`src/rtl/change_dispenser_if.sv`:
```
// Coin hopper handshake between the payout engine (master) and the hopper (slave).
// Signal names keep the engine's original port names.
interface change_dispenser_if;
  logic [2:0] i_hopper_empty;
  logic       i_coin_ready;
  logic       o_coin_valid;
  logic [2:0] o_coin_sel;

  modport master (
    input  i_hopper_empty,
    input  i_coin_ready,
    output o_coin_valid,
    output o_coin_sel
  );

  modport slave (
    output i_hopper_empty,
    output i_coin_ready,
    input  o_coin_valid,
    input  o_coin_sel
  );
endinterface

```
`src/rtl/change_dispenser.sv`:
```
// Refund payout engine: latches a return amount and pays it out greedily, one coin
// per hopper handshake, masking tubes that never acknowledge an offer.
module change_dispenser #(
  parameter int unsigned K_TOTAL_BITS   = 31,
  parameter int unsigned COIN_VAL0      = 100,
  parameter int unsigned COIN_VAL1      = 500,
  parameter int unsigned COIN_VAL2      = 1000,
  parameter int unsigned HOPPER_TIMEOUT = 8
) (
  input  logic                    clk,
  input  logic                    reset,
  input  logic                    i_return_req,
  input  logic [K_TOTAL_BITS-1:0] i_return_amount,
  change_dispenser_if.master      hop,
  output logic                    o_busy,
  output logic                    o_done,
  output logic [K_TOTAL_BITS-1:0] o_remainder,
  output logic                    o_fault
);

  localparam int unsigned CW = $clog2(HOPPER_TIMEOUT + 1);
  localparam logic [K_TOTAL_BITS-1:0] VAL0 = K_TOTAL_BITS'(COIN_VAL0);
  localparam logic [K_TOTAL_BITS-1:0] VAL1 = K_TOTAL_BITS'(COIN_VAL1);
  localparam logic [K_TOTAL_BITS-1:0] VAL2 = K_TOTAL_BITS'(COIN_VAL2);

  typedef enum logic [1:0] {
    S_IDLE,
    S_SELECT,
    S_ISSUE,
    S_DONE
  } state_t;

  state_t                  state_q, state_d;
  logic [K_TOTAL_BITS-1:0] rem_q, rem_d;
  logic [K_TOTAL_BITS-1:0] remainder_q, remainder_d;
  logic [2:0]              mask_q, mask_d;
  logic [2:0]              sel_q, sel_d;
  logic [CW-1:0]           cnt_q, cnt_d;
  logic                    fault_q, fault_d;

  logic [2:0]              avail;
  logic [K_TOTAL_BITS-1:0] sel_val;

  always_comb begin
    avail[0] = (VAL0 <= rem_q) && !hop.i_hopper_empty[0] && !mask_q[0];
    avail[1] = (VAL1 <= rem_q) && !hop.i_hopper_empty[1] && !mask_q[1];
    avail[2] = (VAL2 <= rem_q) && !hop.i_hopper_empty[2] && !mask_q[2];
    case (sel_q)
      3'b100:  sel_val = VAL2;
      3'b010:  sel_val = VAL1;
      default: sel_val = VAL0;
    endcase
  end

  always_ff @(posedge clk or posedge reset) begin
    if (reset) begin
      state_q     <= S_IDLE;
      rem_q       <= '0;
      remainder_q <= '0;
      mask_q      <= '0;
      sel_q       <= '0;
      cnt_q       <= '0;
      fault_q     <= 1'b0;
    end else begin
      state_q     <= state_d;
      rem_q       <= rem_d;
      remainder_q <= remainder_d;
      mask_q      <= mask_d;
      sel_q       <= sel_d;
      cnt_q       <= cnt_d;
      fault_q     <= fault_d;
    end
  end

  always_comb begin
    state_d     = state_q;
    rem_d       = rem_q;
    remainder_d = remainder_q;
    mask_d      = mask_q;
    sel_d       = sel_q;
    cnt_d       = cnt_q;
    fault_d     = fault_q;
    case (state_q)
      S_IDLE: begin
        if (i_return_req) begin
          rem_d       = i_return_amount;
          mask_d      = '0;
          remainder_d = '0;
          fault_d     = 1'b0;
          state_d     = S_SELECT;
        end
      end
      S_SELECT: begin
        if (avail[2])      sel_d = 3'b100;
        else if (avail[1]) sel_d = 3'b010;
        else if (avail[0]) sel_d = 3'b001;
        if (avail != '0) begin
          cnt_d   = '0;
          state_d = S_ISSUE;
        end else begin
          // Captured on the way into DONE so it is already valid while o_done is high.
          remainder_d = rem_q;
          state_d     = S_DONE;
        end
      end
      S_ISSUE: begin
        if (hop.i_coin_ready) begin
          rem_d   = rem_q - sel_val;
          state_d = S_SELECT;
        end else if (cnt_q == CW'(HOPPER_TIMEOUT - 1)) begin
          // The HOPPER_TIMEOUT-th unanswered cycle retires this tube for the payout.
          mask_d  = mask_q | sel_q;
          fault_d = 1'b1;
          state_d = S_SELECT;
        end else begin
          cnt_d = cnt_q + CW'(1);
        end
      end
      S_DONE:  state_d = S_IDLE;
      default: state_d = S_IDLE;
    endcase
  end

  assign hop.o_coin_valid = (state_q == S_ISSUE);
  assign hop.o_coin_sel   = (state_q == S_ISSUE) ? sel_q : 3'b000;
  assign o_busy           = (state_q != S_IDLE);
  assign o_done           = (state_q == S_DONE);
  assign o_remainder      = remainder_q;
  assign o_fault          = fault_q;

endmodule

```
`src/flat_wrapper.sv`:
```
// flat-port wrapper written by rule: the top's interface ports become plain ports
module change_dispenser_flat 
#(
  parameter int unsigned K_TOTAL_BITS   = 31,
  parameter int unsigned COIN_VAL0      = 100,
  parameter int unsigned COIN_VAL1      = 500,
  parameter int unsigned COIN_VAL2      = 1000,
  parameter int unsigned HOPPER_TIMEOUT = 8
)
  (clk, reset, i_return_req, i_return_amount, o_busy, o_done, o_remainder, o_fault, hop_i_hopper_empty, hop_i_coin_ready, hop_o_coin_valid, hop_o_coin_sel);
  change_dispenser_if hop_i ();
  input  logic clk;
  input  logic reset;
  input  logic i_return_req;
  input  logic [K_TOTAL_BITS-1:0] i_return_amount;
  output logic o_busy;
  output logic o_done;
  output logic [K_TOTAL_BITS-1:0] o_remainder;
  output logic o_fault;
  input wire logic [$bits(hop_i.i_hopper_empty)-1:0] hop_i_hopper_empty;
  input wire logic [$bits(hop_i.i_coin_ready)-1:0] hop_i_coin_ready;
  output wire logic [$bits(hop_i.o_coin_valid)-1:0] hop_o_coin_valid;
  output wire logic [$bits(hop_i.o_coin_sel)-1:0] hop_o_coin_sel;
  assign hop_i.i_hopper_empty = hop_i_hopper_empty;
  assign hop_i.i_coin_ready = hop_i_coin_ready;
  assign hop_o_coin_valid = hop_i.o_coin_valid;
  assign hop_o_coin_sel = hop_i.o_coin_sel;
  change_dispenser #(.K_TOTAL_BITS(K_TOTAL_BITS), .COIN_VAL0(COIN_VAL0), .COIN_VAL1(COIN_VAL1), .COIN_VAL2(COIN_VAL2), .HOPPER_TIMEOUT(HOPPER_TIMEOUT)) u_core (.clk(clk), .reset(reset), .i_return_req(i_return_req), .i_return_amount(i_return_amount), .hop(hop_i), .o_busy(o_busy), .o_done(o_done), .o_remainder(o_remainder), .o_fault(o_fault));
endmodule
```
`config.mk`:
```
export PLATFORM = sky130hd
export DESIGN_NAME = change_dispenser_flat
export DESIGN_NICKNAME = d
export VERILOG_FILES = /design/src/rtl/change_dispenser_if.sv /design/src/rtl/change_dispenser.sv /design/src/flat_wrapper.sv
export SDC_FILE = /design/constraint.sdc
export NUM_CORES = 1
export LEC_CHECK = 0
export ABC_AREA = 1
export CORE_ASPECT_RATIO = 1.25
export CORE_MARGIN = 2
export CORE_UTILIZATION = 58
export DETAILED_ROUTE_END_ITERATION = 7
export PLACE_DENSITY = 0.92
export SETUP_SLACK_MARGIN = 0.1
export SLEW_MARGIN = 30
export SYNTH_ARGS = -nofsm -noshare
export SYNTH_HDL_FRONTEND = slang
export SYNTH_SLANG_ARGS = --single-unit
```
`constraint.sdc`:
```
create_clock -name clk -period 3.6 [get_ports clk]
set_input_delay 0.36 -clock clk [delete_from_list [all_inputs] [get_ports clk]]
set_output_delay 0.36 -clock clk [all_outputs]
set_load 0.05 [all_outputs]
```
==> flow_summary_export.csv <==
group,metric,value,unit
worst_setup_path,worstSetupPathType,"reg2out",
power,ir_worst_vdd,0.581,mV
sta,finClkSkew,0.00839,ns
clock_tree,cts_tree,"yes",
synth,synth-edff-count,0,
synth,syn_area_per_cell,7.15,sq um
finish,nets,761,
sta,whs,0.482,ns
synth,syn-instance-count,654,
synth,synth-xor-area-share,0.00937,
synth,ys_warn_count,0,
clock_tree,h-tree-depth,3,
global_route,grt_max_degree,43,
synth,yosys.area_share.simple,0.368,
detailed_routing,drt-initial-drc-count,350,
clock_tree,ctsRootBufferMaster,"clkbuf_8",
sta,setup_viol,0,
floorplan,boundaryPins,76,
sta,fin_crit_sh,0.759,
detailed_routing,routed_wl,13.4,mm
detailed_routing,wl_per_cell,16.4,um
job,max_cap_violations,0,
power,pwr-share-seq,0.308,
clock_tree,cts_setup_buffers,0,
placed_design,place_area,5470,sq um
finish,nFillCells,638,
clock_tree,ctsResizeCount,0,
floorplan,fp.dieH,104,um
sta,period_needed,2.73,ns
floorplan,rows,36,
worst_setup_path,end_kind,"output port",
placed_design,gp_congestion,0.972,
sta,fmax,366,MHz
power,switching_share,0.526,
power,p_per_area,909,nW/um^2
synth,ys_async_sr_fraction,1.00,
power,p_leak,2.68,nW
synth,yosys_most_used_dff,"dfrtp_1",
synth,synth.top_cell.area_share,0.401,
sta,grt_setup_unrepaired,"no",
power,p_switching,2.71,mW
sta,relSlewSlack,0.459,
synth,synthAdderAreaFrac,0.0230,
worst_setup_path,crit_fanout,33,
detailed_routing,routed-via-count,4783,
finish,syn_to_final_growth,21.5,%
floorplan,die_width,84.3,um
global_route,antenna_found_initial,0,
power,clock_power_share,0.136,
worst_setup_path,start_kind,"register",
worst_setup_path,worstPathArrival,2.37,ns
floorplan,core,7790,sq um
synth,syn_nets,700,
finish,final_area,5680,sq um
finish,final_common_cell,"nand2_1",
detailed_routing,drc,0,
power,power.share.combinational,0.556,
floorplan,die-area,8800,sq um
clock_tree,hold_buffers,0,
synth,synth_top_family_by_area,"simple AND/OR/NAND/NOR gates",
synth,yosysTopAreaCell,"dfrtp_1",
placed_design,hpwl,9.95,mm
placed_design,io_buffers,75,
synth,synth_compound_area_frac,0.114,
detailed_routing,final_antenna_net_count,0,
finish,drive_gt1_frac,0.0764,
global_route,gr-total-overflow,0,
finish,final_cell_mix,"nand2_1, nor2_1, dfrtp_1, clkdlybuf4s50_1, nand3_1",
sta,drv_slew,0,
sta,finalHoldViolCount,0,
detailed_routing,first_pass_iters,5,
clock_tree,clk_pin_slew,0.08,ns
global_route,grt_first_pass_wirelength,22.2,mm
status,status,"finished clean",
global_route,grt_pass1_vias,4623,
power,intPower,2.45,mW
finish,antenna_cells,0,
sta,tightest_slew,0.810,ns
worst_setup_path,required,3.24,ns
clock_tree,cts_buffers,9,
floorplan,start_util,0.600,
power,power,5.16,mW
synth,synth.distinct_cells,40,
synth,ys_ff_latch,75,
synth,muxShareOfSynthArea,0,
clock_tree,numClockSinks,75,
detailed_routing,viasPerCell,5.87,
sta,fin_setup_tns,0,ns
clock_tree,clockBufferDepth,2,
min_path,min_path_type,"in2async",
clock_tree,clock_latency,0.35,ns
synth,synth_area_leaders,"dfrtp_1, nand2_1, nand3_1, nor2_1, nand4_1",
synth,ys_seq_area_frac,0.401,
global_route,grt_use_total,0.316,
synth,syn_area,4670,sq um
## power groups by stage
stage | Clock (mW) | Sequential, mW | Combinational [mW]
6_report | 0.702 | 1.59 | 2.87
3_3_place_gp | 0 | 1.56 | 2.79
4_1_cts | 0.708 | 1.57 | 2.85
3_5_place_dp | 0 | 1.58 | 2.84
2_1_floorplan | 0 | 1.78 | 1.80
5_1_grt | 0.740 | 1.64 | 3.18
## logic make-up (layout without fill, tap and decap cells)
kind of cell / Yosys count / count (layout)
simple gates: 375 / 375
compound gates: 98 / 98
buf+inv: 93 / 159
flops: 75 / 75
fa+ha+maj: 8 / 8
xor+xnor: 5 / 5
## cell type report
| type | count | area (sq um) | area share |
|---|---|---|---|
| Tap cell | 95 | 119 | 0.0209 |
| Sequential cell | 75 | 1880 | 0.330 |
| Clock buffer | 13 | 169 | 0.0297 |
| Multi-Input combinational cell | 486 | 2400 | 0.423 |
| Clock inverter | 3 | 43.8 | 0.00771 |
| Inverter | 63 | 236 | 0.0416 |
| Timing Repair Buffer | 80 | 831 | 0.146 |
## through the flow
step	setup WS, ns	cells	utilization
global placement	1.18	799	0.702
CTS	0.887	815	0.729
finish	0.868	815	0.729
floorplan	1.33	654	-
global route	0.709	815	0.729
detailed placement	1.10	799	0.702
## critical path: stages (launching register included)
cell             delay (ns)
dfrtp_1                0.43
inv_2                  0.26
nor2_2                 0.40
clkdlybuf4s50_1        0.93
## sequential cells by signal, indices dropped and copies added (netlist names)
signal              flops
u_core.cnt_q            4
u_core.mask_q           3
u_core.o_fault          1
u_core.o_remainder     31
u_core.rem_q           31
u_core.sel_q            3
u_core.state_q          2
## metal layers
| metal | global-route usage | wire length [um] |
|---|---|---|
| met5 | 0 | 0 |
| met4 | 0.149 | 538 |
| met3 | 0.0595 | 883 |
| met2 | 0.536 | 6800 |
| met1 | 0.383 | 5160 |
## Yosys cell counts (4+ instances only)
library cell and count:
nand2_1 155, nor2_1 81, dfrtp_1 75, nand3_1 70, inv_1 52, nand4_1 40
o21ai_1 30, o21ai_0 29, a21oi_1 18, clkbuf_1 11, inv_2 9, buf_2 8
ha_1 7, nor2_2 7, buf_1 5, o211ai_1 5, o22ai_1 5, xor2_1 5
nand2_2 4
## path summary, 6_finish.rpt
kind | from | to | slack (ns) | cells after the start
worst min-delay path | reset | u_core.o_remainder[3] | 0.48 | 2
worst max register to register | u_core.sel_q[1] | u_core.rem_q[27] | 1.00 | 12
worst max-delay path | u_core.state_q[1] | hop_o_coin_valid | 0.87 | 3
worst min register to register | u_core.mask_q[2] | u_core.mask_q[2] | 0.50 | 1
max in group asynchronous | reset | u_core.rem_q[30] | 2.43 | 3
min in group clk | u_core.mask_q[2] | u_core.mask_q[2] | 0.50 | 1
Power figures use the tool's default switching activity.
